File: src/rtl/forward_stall_unit_if.sv
// Bundle between the pipeline control and the forwarding/stall unit.
// The master modport drives pipeline state and the slave modport returns the forwarding decisions.
interface forward_stall_unit_if #(
  parameter int unsigned AW             = 5,
  parameter int unsigned NUM_SRC        = 2,
  parameter int unsigned NUM_FWD_STAGES = 2
);
  localparam int unsigned SELW = $clog2(NUM_FWD_STAGES + 2);

  logic [NUM_SRC*AW-1:0]        rs_adr_r;
  logic [NUM_SRC-1:0]           rs_used_r;
  logic [AW-1:0]                rd_adr_r;
  logic                         reg_write_r;
  logic [NUM_FWD_STAGES*AW-1:0] rd_adr_s;
  logic [NUM_FWD_STAGES-1:0]    reg_write_s;
  logic [NUM_FWD_STAGES-1:0]    mem_en_s;
  logic                         long_issue_c;
  logic                         long_done;
  logic [AW-1:0]                long_done_adr;
  logic                         kill_r;
  logic [NUM_SRC*SELW-1:0]      forward_sel_c;
  logic                         stall_pc;
  logic                         stall_ir;
  logic                         flush_rc;
  logic [(1<<AW)-1:0]           busy;
  logic [15:0]                  stall_cycles;

  modport master (
    output rs_adr_r, rs_used_r, rd_adr_r, reg_write_r, rd_adr_s, reg_write_s, mem_en_s,
           long_issue_c, long_done, long_done_adr, kill_r,
    input  forward_sel_c, stall_pc, stall_ir, flush_rc, busy, stall_cycles
  );

  modport slave (
    input  rs_adr_r, rs_used_r, rd_adr_r, reg_write_r, rd_adr_s, reg_write_s, mem_en_s,
           long_issue_c, long_done, long_done_adr, kill_r,
    output forward_sel_c, stall_pc, stall_ir, flush_rc, busy, stall_cycles
  );
endinterface

File: src/rtl/forward_stall_unit.sv
// Operand forwarding select, load-use / scoreboard / WAW hazard detection and a
// busy-register scoreboard for a multi-cycle functional unit.
module forward_stall_unit #(
  parameter int unsigned AW             = 5,
  parameter int unsigned NUM_SRC        = 2,
  parameter int unsigned NUM_FWD_STAGES = 2,
  parameter int unsigned LOAD_LATENCY   = 1
) (
  input logic                clk_i,
  input logic                rst_ni,
  forward_stall_unit_if.slave bus_io
);
  localparam int unsigned SELW = $clog2(NUM_FWD_STAGES + 2);
  localparam int unsigned NREG = 1 << AW;

  logic [NUM_SRC*SELW-1:0] sel_raw, sel_d, sel_q;
  logic [NREG-1:0]         busy_d, busy_q;
  logic [15:0]             cycles_d, cycles_q;
  logic                    hazard, waw, stall;

  always_comb begin
    logic [AW-1:0] src;
    logic          found;
    sel_raw = '0;
    hazard  = 1'b0;
    src     = '0;
    found   = 1'b0;
    for (int unsigned i = 0; i < NUM_SRC; i++) begin
      src   = bus_io.rs_adr_r[i*AW +: AW];
      found = 1'b0;
      if (bus_io.rs_used_r[i] && (src != '0)) begin
        // Nearest producing stage wins; a load too young to forward stalls instead.
        for (int unsigned j = 0; j < NUM_FWD_STAGES; j++) begin
          if (!found && bus_io.reg_write_s[j] && (bus_io.rd_adr_s[j*AW +: AW] != '0) &&
              (bus_io.rd_adr_s[j*AW +: AW] == src)) begin
            found = 1'b1;
            if (bus_io.mem_en_s[j] && (j < LOAD_LATENCY)) begin
              hazard = 1'b1;
            end else begin
              sel_raw[i*SELW +: SELW] = SELW'(j + 1);
            end
          end
        end
        if (!found) begin
          if (bus_io.long_done && (bus_io.long_done_adr == src)) begin
            sel_raw[i*SELW +: SELW] = SELW'(NUM_FWD_STAGES + 1);
          end else if (busy_q[src]) begin
            hazard = 1'b1;
          end
        end
      end
    end
  end

  // A pending long op that retires this very cycle no longer blocks the younger writer.
  assign waw = bus_io.reg_write_r && (bus_io.rd_adr_r != '0) && busy_q[bus_io.rd_adr_r] &&
               !(bus_io.long_done && (bus_io.long_done_adr == bus_io.rd_adr_r));

  assign stall = (hazard || waw) && !bus_io.kill_r && rst_ni;

  always_comb begin
    sel_d = (stall || bus_io.kill_r) ? '0 : sel_raw;

    busy_d = busy_q;
    if (bus_io.long_done) begin
      busy_d[bus_io.long_done_adr] = 1'b0;
    end
    // Set after clear: a same-cycle clear belongs to the older op.
    if (bus_io.long_issue_c && bus_io.reg_write_s[0] && (bus_io.rd_adr_s[0 +: AW] != '0)) begin
      busy_d[bus_io.rd_adr_s[0 +: AW]] = 1'b1;
    end
    busy_d[0] = 1'b0;

    cycles_d = cycles_q;
    if (stall && (cycles_q != 16'hFFFF)) begin
      cycles_d = cycles_q + 16'd1;
    end
  end

  always_ff @(posedge clk_i or negedge rst_ni) begin
    if (!rst_ni) begin
      sel_q    <= '0;
      busy_q   <= '0;
      cycles_q <= '0;
    end else begin
      sel_q    <= sel_d;
      busy_q   <= busy_d;
      cycles_q <= cycles_d;
    end
  end

  assign bus_io.forward_sel_c = sel_q;
  assign bus_io.busy          = busy_q;
  assign bus_io.stall_cycles  = cycles_q;
  assign bus_io.stall_pc      = stall;
  assign bus_io.stall_ir      = stall;
  assign bus_io.flush_rc      = stall;
endmodule
File: src/flat_wrapper.sv
// flat-port wrapper written by rule: the top's interface ports become plain ports
module forward_stall_unit_flat 
#(
  parameter int unsigned AW             = 5,
  parameter int unsigned NUM_SRC        = 2,
  parameter int unsigned NUM_FWD_STAGES = 2,
  parameter int unsigned LOAD_LATENCY   = 1
)
  (clk_i, rst_ni, bus_io_rs_adr_r, bus_io_rs_used_r, bus_io_rd_adr_r, bus_io_reg_write_r, bus_io_rd_adr_s, bus_io_reg_write_s, bus_io_mem_en_s, bus_io_long_issue_c, bus_io_long_done, bus_io_long_done_adr, bus_io_kill_r, bus_io_forward_sel_c, bus_io_stall_pc, bus_io_stall_ir, bus_io_flush_rc, bus_io_busy, bus_io_stall_cycles);
  forward_stall_unit_if #(.AW(AW), .NUM_SRC(NUM_SRC), .NUM_FWD_STAGES(NUM_FWD_STAGES)) bus_io_i ();
  input logic clk_i;
  input logic rst_ni;
  input wire logic [$bits(bus_io_i.rs_adr_r)-1:0] bus_io_rs_adr_r;
  input wire logic [$bits(bus_io_i.rs_used_r)-1:0] bus_io_rs_used_r;
  input wire logic [$bits(bus_io_i.rd_adr_r)-1:0] bus_io_rd_adr_r;
  input wire logic [$bits(bus_io_i.reg_write_r)-1:0] bus_io_reg_write_r;
  input wire logic [$bits(bus_io_i.rd_adr_s)-1:0] bus_io_rd_adr_s;
  input wire logic [$bits(bus_io_i.reg_write_s)-1:0] bus_io_reg_write_s;
  input wire logic [$bits(bus_io_i.mem_en_s)-1:0] bus_io_mem_en_s;
  input wire logic [$bits(bus_io_i.long_issue_c)-1:0] bus_io_long_issue_c;
  input wire logic [$bits(bus_io_i.long_done)-1:0] bus_io_long_done;
  input wire logic [$bits(bus_io_i.long_done_adr)-1:0] bus_io_long_done_adr;
  input wire logic [$bits(bus_io_i.kill_r)-1:0] bus_io_kill_r;
  output wire logic [$bits(bus_io_i.forward_sel_c)-1:0] bus_io_forward_sel_c;
  output wire logic [$bits(bus_io_i.stall_pc)-1:0] bus_io_stall_pc;
  output wire logic [$bits(bus_io_i.stall_ir)-1:0] bus_io_stall_ir;
  output wire logic [$bits(bus_io_i.flush_rc)-1:0] bus_io_flush_rc;
  output wire logic [$bits(bus_io_i.busy)-1:0] bus_io_busy;
  output wire logic [$bits(bus_io_i.stall_cycles)-1:0] bus_io_stall_cycles;
  assign bus_io_i.rs_adr_r = bus_io_rs_adr_r;
  assign bus_io_i.rs_used_r = bus_io_rs_used_r;
  assign bus_io_i.rd_adr_r = bus_io_rd_adr_r;
  assign bus_io_i.reg_write_r = bus_io_reg_write_r;
  assign bus_io_i.rd_adr_s = bus_io_rd_adr_s;
  assign bus_io_i.reg_write_s = bus_io_reg_write_s;
  assign bus_io_i.mem_en_s = bus_io_mem_en_s;
  assign bus_io_i.long_issue_c = bus_io_long_issue_c;
  assign bus_io_i.long_done = bus_io_long_done;
  assign bus_io_i.long_done_adr = bus_io_long_done_adr;
  assign bus_io_i.kill_r = bus_io_kill_r;
  assign bus_io_forward_sel_c = bus_io_i.forward_sel_c;
  assign bus_io_stall_pc = bus_io_i.stall_pc;
  assign bus_io_stall_ir = bus_io_i.stall_ir;
  assign bus_io_flush_rc = bus_io_i.flush_rc;
  assign bus_io_busy = bus_io_i.busy;
  assign bus_io_stall_cycles = bus_io_i.stall_cycles;
  forward_stall_unit #(.AW(AW), .NUM_SRC(NUM_SRC), .NUM_FWD_STAGES(NUM_FWD_STAGES), .LOAD_LATENCY(LOAD_LATENCY)) u_core (.clk_i(clk_i), .rst_ni(rst_ni), .bus_io(bus_io_i));
endmodule
File: config.mk
export PLATFORM = sky130hd
export DESIGN_NAME = forward_stall_unit_flat
export DESIGN_NICKNAME = d
export VERILOG_FILES = /design/src/rtl/forward_stall_unit_if.sv /design/src/rtl/forward_stall_unit.sv /design/src/flat_wrapper.sv
export SDC_FILE = /design/constraint.sdc
export NUM_CORES = 1
export LEC_CHECK = 0
export CORE_ASPECT_RATIO = 0.9
export CORE_MARGIN = 2
export CORE_UTILIZATION = 30
export CTS_BUF_LIST = sky130_fd_sc_hd__clkbuf_2
export CTS_CLUSTER_DIAMETER = 100
export DETAILED_ROUTE_END_ITERATION = 8
export HOLD_SLACK_MARGIN = 0.03
export MAX_ROUTING_LAYER = met4
export SLEW_MARGIN = 20
export SYNTH_ARGS = -nofsm -noshare
export SYNTH_HDL_FRONTEND = slang
export SYNTH_SLANG_ARGS = --single-unit
File: constraint.sdc
create_clock -name clk_i -period 5.2 [get_ports clk_i]
set_clock_uncertainty 0.15 [all_clocks]
set_input_delay 1.04 -clock clk_i [delete_from_list [all_inputs] [get_ports clk_i]]
set_output_delay 1.04 -clock clk_i [all_outputs]
set_load 0.005 [all_outputs]
**After elaboration in Yosys (flattened, before gate mapping)**

Index checks and enable logic that the tools add are counted.

- Flip-flop bits (word level): 51
- Output and inout port bits: 55
- Word-level logic and storage cells: 101

- Add/sub/neg operators: 1
- Magnitude comparators: 7
- Equality and inequality tests: 8
- Muxes and demuxes: 44
- Bitwise gates (word level): 3
- Reductions and logical operators: 35

Operators with widths:

| cell | count |
|---|---|
| 32-bit two-way mux | 2 |
| 5-bit equality test | 7 |
| 32-bit AND | 1 |
| 32-bit NOT | 1 |
| 32-bit OR | 1 |
| 5-bit by 6-bit less-than comparator with 1-bit output (second input constant) | 5 |
| 1-bit two-way mux | 26 |
| 5-bit nonzero test | 5 |
| 1-bit logical AND | 24 |
| 2-bit two-way mux | 10 |
| 16-bit by 1-bit adder with 16-bit output (second input constant) | 1 |
| 16-bit != test (second input constant) | 1 |
| 1-bit binary-select mux with 5-bit select | 3 |
| 1-bit demux with 5-bit select | 2 |
| 5-bit by 1-bit greater-or-equal comparator with 1-bit output (second input constant) | 2 |
| 1-bit logical NOT | 4 |
| 4-bit two-way mux | 1 |
| 1-bit logical OR | 2 |

**Longest topological paths before layout**

- Word-level depth: 24
- Gate-level depth with buffers: 11

**Least setup slack after synthesis**

OpenSTA, ideal clock, no wires.

- Kind: input-to-output
- From: in bus_io_rs_adr_r[0]
- To: out bus_io_stall_ir
- Arrival time: 3.311 ns
- Required time: 4.010 ns
- Setup slack: 0.699 ns
- Stages: 10
- Path through: clkbuf_1 > buf_2 > xnor2_1 > nand3_1 > nor4_1 > a211oi_1 > and4_1 > a2111oi_4 > nor2_2 > buf_4

- Cells in the longest elaborated chain, start to end: 21

RTL lines:

| what | RTL line | RTL |
|---|---|---|
| start: declaration | flat_wrapper.sv:13 | `input wire logic [$bits(bus_io_i.rs_adr_r)-1:0] bus_io_rs_adr_r;` |
| 5-bit equality test | forward_stall_unit.sv:35 | `(bus_io.rd_adr_s[j*AW +: AW] == src)) begin` |
| 1-bit logical AND | forward_stall_unit.sv:34 | `if (!found && bus_io.reg_write_s[j] && (bus_io.rd_adr_s[j*AW +: AW] != '0) &&` |
| 1-bit two-way mux | forward_stall_unit.sv:34 |  |
| 1-bit two-way mux | forward_stall_unit.sv:31 | `if (bus_io.rs_used_r[i] && (src != '0)) begin` |
| 1-bit logical NOT | forward_stall_unit.sv:34 |  |
| 1-bit logical AND (3 in a row) | forward_stall_unit.sv:34 |  |
| 1-bit two-way mux | forward_stall_unit.sv:34 |  |
| 1-bit two-way mux | forward_stall_unit.sv:31 |  |
| (+2 left out) | n/a |  |
| 1-bit two-way mux | forward_stall_unit.sv:37 | `if (bus_io.mem_en_s[j] && (j < LOAD_LATENCY)) begin` |
| 1-bit two-way mux | forward_stall_unit.sv:34 |  |
| 1-bit two-way mux | forward_stall_unit.sv:47 | `end else if (busy_q[src]) begin` |
| 1-bit two-way mux | forward_stall_unit.sv:45 | `if (bus_io.long_done && (bus_io.long_done_adr == src)) begin` |
| 1-bit two-way mux | forward_stall_unit.sv:44 | `if (!found) begin` |
| 1-bit two-way mux (*) | forward_stall_unit.sv:31 |  |
| 1-bit logical OR (*) | forward_stall_unit.sv:59 | `assign stall = (hazard \|\| waw) && !bus_io.kill_r && rst_ni;` |
| 1-bit logical AND (*) (2 in a row) | forward_stall_unit.sv:59 |  |
| end: declaration | flat_wrapper.sv:26 | `output wire logic [$bits(bus_io_i.stall_ir)-1:0] bus_io_stall_ir;` |

Mark *: on every way between the ends. The rest lies on a longest branch, timed or not. The select of a mux whose other input is x is not followed.

**Worst setup path in the final report**

- From: in bus_io_rs_adr_r[5]
- To: out bus_io_stall_ir

- Cells in the longest elaborated chain, start to end: 15

RTL lines:

| what | RTL line |
|---|---|
| 5-bit equality test | forward_stall_unit.sv:35 |
| 1-bit logical AND | forward_stall_unit.sv:34 |
| 1-bit two-way mux | forward_stall_unit.sv:34 |
| 1-bit two-way mux | forward_stall_unit.sv:31 |
| 1-bit logical NOT | forward_stall_unit.sv:34 |
| 1-bit logical AND (3 in a row) | forward_stall_unit.sv:34 |
| 1-bit two-way mux | forward_stall_unit.sv:34 |
| 1-bit two-way mux | forward_stall_unit.sv:31 |
| 1-bit two-way mux | forward_stall_unit.sv:44 |
| 1-bit two-way mux (*) | forward_stall_unit.sv:31 |
| 1-bit logical OR (*) | forward_stall_unit.sv:59 |
| 1-bit logical AND (*) (2 in a row) | forward_stall_unit.sv:59 |

Marked as above.

==> run summary <==
• outcome: finished, final reports clean
• hold buffers post-CTS: 0
• number of instances in the synthesized netlist: 376
• Netlist Area Pre-Place: 3740 um2
• chip width: 122 um
• Synth area leaders: dfrtp_1, mux4_2, o21ai_0
• most numerous cell types in the synthesized netlist: o21ai_0, dfrtp_1, xor2_1
• die outline height: 110 um
• Yosys top cell by area: dfrtp_1
• critical path type: primary input to primary output
• fin crit share: 94.8%
• most common cell in the synthesized netlist: o21ai_0
• Final Worst Setup Slack: 0.272 ns
• number of ports placed on the die boundary: 97
• area of all placed cells without fillers: 5010 um2
• setup violators final: 0
• effective utilization at floorplan: 30.9%
• reported max-cap violation count: 0
• Net count, final: 517
• source-to-sink clock delay at the later pin of the worst-skew pair: 0.44 ns
• count of flip-flops with a built-in enable after synthesis: 0
• dominant register cell in the synthesized netlist: dfrtp_1
• Tightest Hold Check Type: flop to flop
• largest net degree at the start of global routing: 53
• CTS clock-pin slew for the worst setup and hold paths: 0.25 ns
• number of antenna violations at the first check in global routing: 0
• number of flip-flops and latches in the synthesized netlist: 51
• area after detailed placement: 4930 um2
• post-synthesis share of cell area spent on full adders, half adders and majority gates: 0.334%
• # rows: 38
• fraction of the mapped netlist area in simple logic gates: 19.6%
• placement-stage worst setup slack: -0.0566 ns
• fin cells: 634
• worst-path maximum fanout: 10
• Worst setup EP type: primary output
• area enclosed by the die boundary: 13,400 um2
• all-layer global routing usage: 18.8%
• multiplexer share of the synthesized area: 18.2%
• number of distinct standard cells referenced by the synthesized netlist: 47
• synthesized area divided by synthesized cell count: 9.96 um2
• Leak Pwr: 2.04 nW
• Fmax achieved: 203 MHz
• fraction of the yosys area taken by sequential cells: 34.1%
• number of antenna cells inserted: 0
• filler cell count in the final layout: 1,185
• Remaining Overflow, GRT: 0
• layout cells sized above 1: 16.0%
• area overhead of the layout relative to synthesis: 33.7%
• area of the placeable core: 12,100 um2
• vias per cell: 5.52
• routed len/inst: 19.2 um
• wire length of the first global-routing pass: 18,800 um
• PD cells: 242 nW/um2
• initial detailed-routing violation count: 258
• clock root buffer: clkbuf_2
• RSZ-0062 raised after global routing: false
• Max Slew Vio Count: 0
• worst slew pin tran: 0.650 ns
• portion of synthesized cell area occupied by the leading cell type: 34.1%
• main combinational cell family by area after synthesis: simple AND/OR/NAND/NOR gates
• H-tree levels: 2
• IO Port Bufs: 94
• final period demand of the worst path: 4.93 ns
• relative slew slack: 56.7%
• vias post-DR: 3,501
• summed negative setup slack over all endpoints: 0 ns
• count of synthesis-stage warnings from yosys: 0
• post-CTS setup repair buffer count: 0
• CTS Sinks: 51
• RD Place Congestion: 0.881
• fraction of the mapped netlist area in compound gates: 11.8%
• Data required, critical path: 4.01 ns
• Crit path arrival time: 3.74 ns
• vias in the first global route: 3,517
• number of nets in the synthesized netlist: 419
• Cell Count Post-Placement: 627
• XOR/XNOR Fraction of Synth Area: 11.2%
• CTS Buf Count: 5
• remaining antenna violation count: 0
• hold violation total from the final report: 0
• Critical Path Start Type: primary input
• DPL Wire Length: 9180 um
• drc violations: 0
• maximum clock path buffer count: 2
• number of optimization iterations in the first detailed-route pass: 5
• maximum ir drop on the vdd rail: 0.119 mV
• share of async-settable or async-resettable flops after synthesis: 100%
• wirelength, routed: 12,200 um
• TritonCTS clock tree: done
metal layers:
metal,vias up,global-route usage (%),routed length (um)
li1,1573,-,-
met1,1738,24.7,5420
met2,173,29.2,5620
met3,17,4.06,871
met4,0,6.24,257
met5,-,-,0
critical path, cell delays in order:
cell and delay (ns):
clkdlybuf4s50_1 0.54, buf_6 0.20, mux4_2 0.50, mux2_2 0.28, a211oi_2 0.26, buf_4 0.16, nor4_4 0.04, a2111oi_4 0.33
nor2_2 0.10, dlygate4sd2_1 0.28
path summary, 6_finish.rpt:
| path | start | end | slack [ns] | cells past startpoint |
|---|---|---|---|---|
| worst max-delay path | bus_io_rs_adr_r[5] | bus_io_stall_ir | 0.27 | 10 |
| worst max register to register | u_core.bus_io.busy[29] | u_core.bus_io.stall_cycles[12] | 2.01 | 9 |
| max in group asynchronous | rst_ni | u_core.bus_io.stall_cycles[14] | 3.92 | 2 |
| worst min-delay path | u_core.bus_io.stall_cycles[8] | u_core.bus_io.stall_cycles[8] | 0.36 | 1 |
| worst min register to register | u_core.bus_io.stall_cycles[8] | u_core.bus_io.stall_cycles[8] | 0.36 | 1 |
| min in group asynchronous | rst_ni | u_core.bus_io.stall_cycles[5] | 0.54 | 2 |
cells by family after synthesis:
| group | count (synthesis) |
|---|---|
| AO/OA/AOI/OAI | 77 |
| XOR/XNOR | 48 |
| adder cells (fa/ha/maj) | 1 |
| buffers and inverters | 34 |
| flip-flops | 51 |
| multiplexers | 47 |
| other | 1 |
| AND/OR/NAND/NOR | 117 |
power breakdown:
part	total [mW]	switching [mW]	internal [mW]	leakage (nW)
Sequential	0.550	0.0932	0.457	0.675
Combinational	0.457	0.186	0.271	1.33
Clock	0.203	0.122	0.0808	0.0391
Total	1.21	0.401	0.809	2.04
layout make-up:
| cell class | count | area, um2 | share of cell area, % |
|---|---|---|---|
| Tap cell | 160 | 200 | 4.00 |
| Clock buffer | 6 | 30.0 | 0.600 |
| Sequential cell | 51 | 1280 | 25.5 |
| Timing Repair Buffer | 120 | 1150 | 23.0 |
| Clock inverter | 1 | 30.0 | 0.600 |
| Inverter | 5 | 18.8 | 0.375 |
| Multi-Input combinational cell | 291 | 2300 | 45.9 |
sequential cells by signal, indices dropped and copies added (netlist names):
name and count:
u_core.bus_io.forward_sel_c 4, u_core.bus_io.busy 31, u_core.bus_io.stall_cycles 16
timing repair:
action,in CTS,in global routing
resized for setup,2,4
gates cloned,0,0
setup endpoints to repair,3,2
pin swaps,2,0
stage by stage:
stage / power (mW) / hold slack (ns) / utilization [%]
2_1_floorplan: 0.755 / 0.327 / -
3_3_place_gp: 1.00 / 0.332 / 40.7
3_5_place_dp: 1.01 / 0.337 / 40.7
4_1_cts: 1.22 / 0.372 / 41.2
5_1_grt: 1.29 / 0.393 / 41.3
6_report: 1.21 / 0.362 / 41.3
layout by cell type, fill, tap and decap left out, types with 5 or more instances in the layout:
cell type,synthesis,routed
xor2_1,31,31
o21ai_0,65,65
dfrtp_1,51,51
nor3_2,5,5
nand2_1,15,15
nor2_1,13,13
and3_1,6,6
buf_4,3,24
or3b_2,5,5
clkdlybuf4s50_1,0,89
nand4_1,7,7
xnor2_1,17,17
mux2_2,7,7
nor4_1,6,6
nand3b_1,12,12
clkbuf_2,0,6
nand3_1,16,16
inv_1,5,5
nor3_1,6,6
mux4_2,16,16
mux2i_1,23,23
No activity file was read; power rests on OpenSTA's default activity.
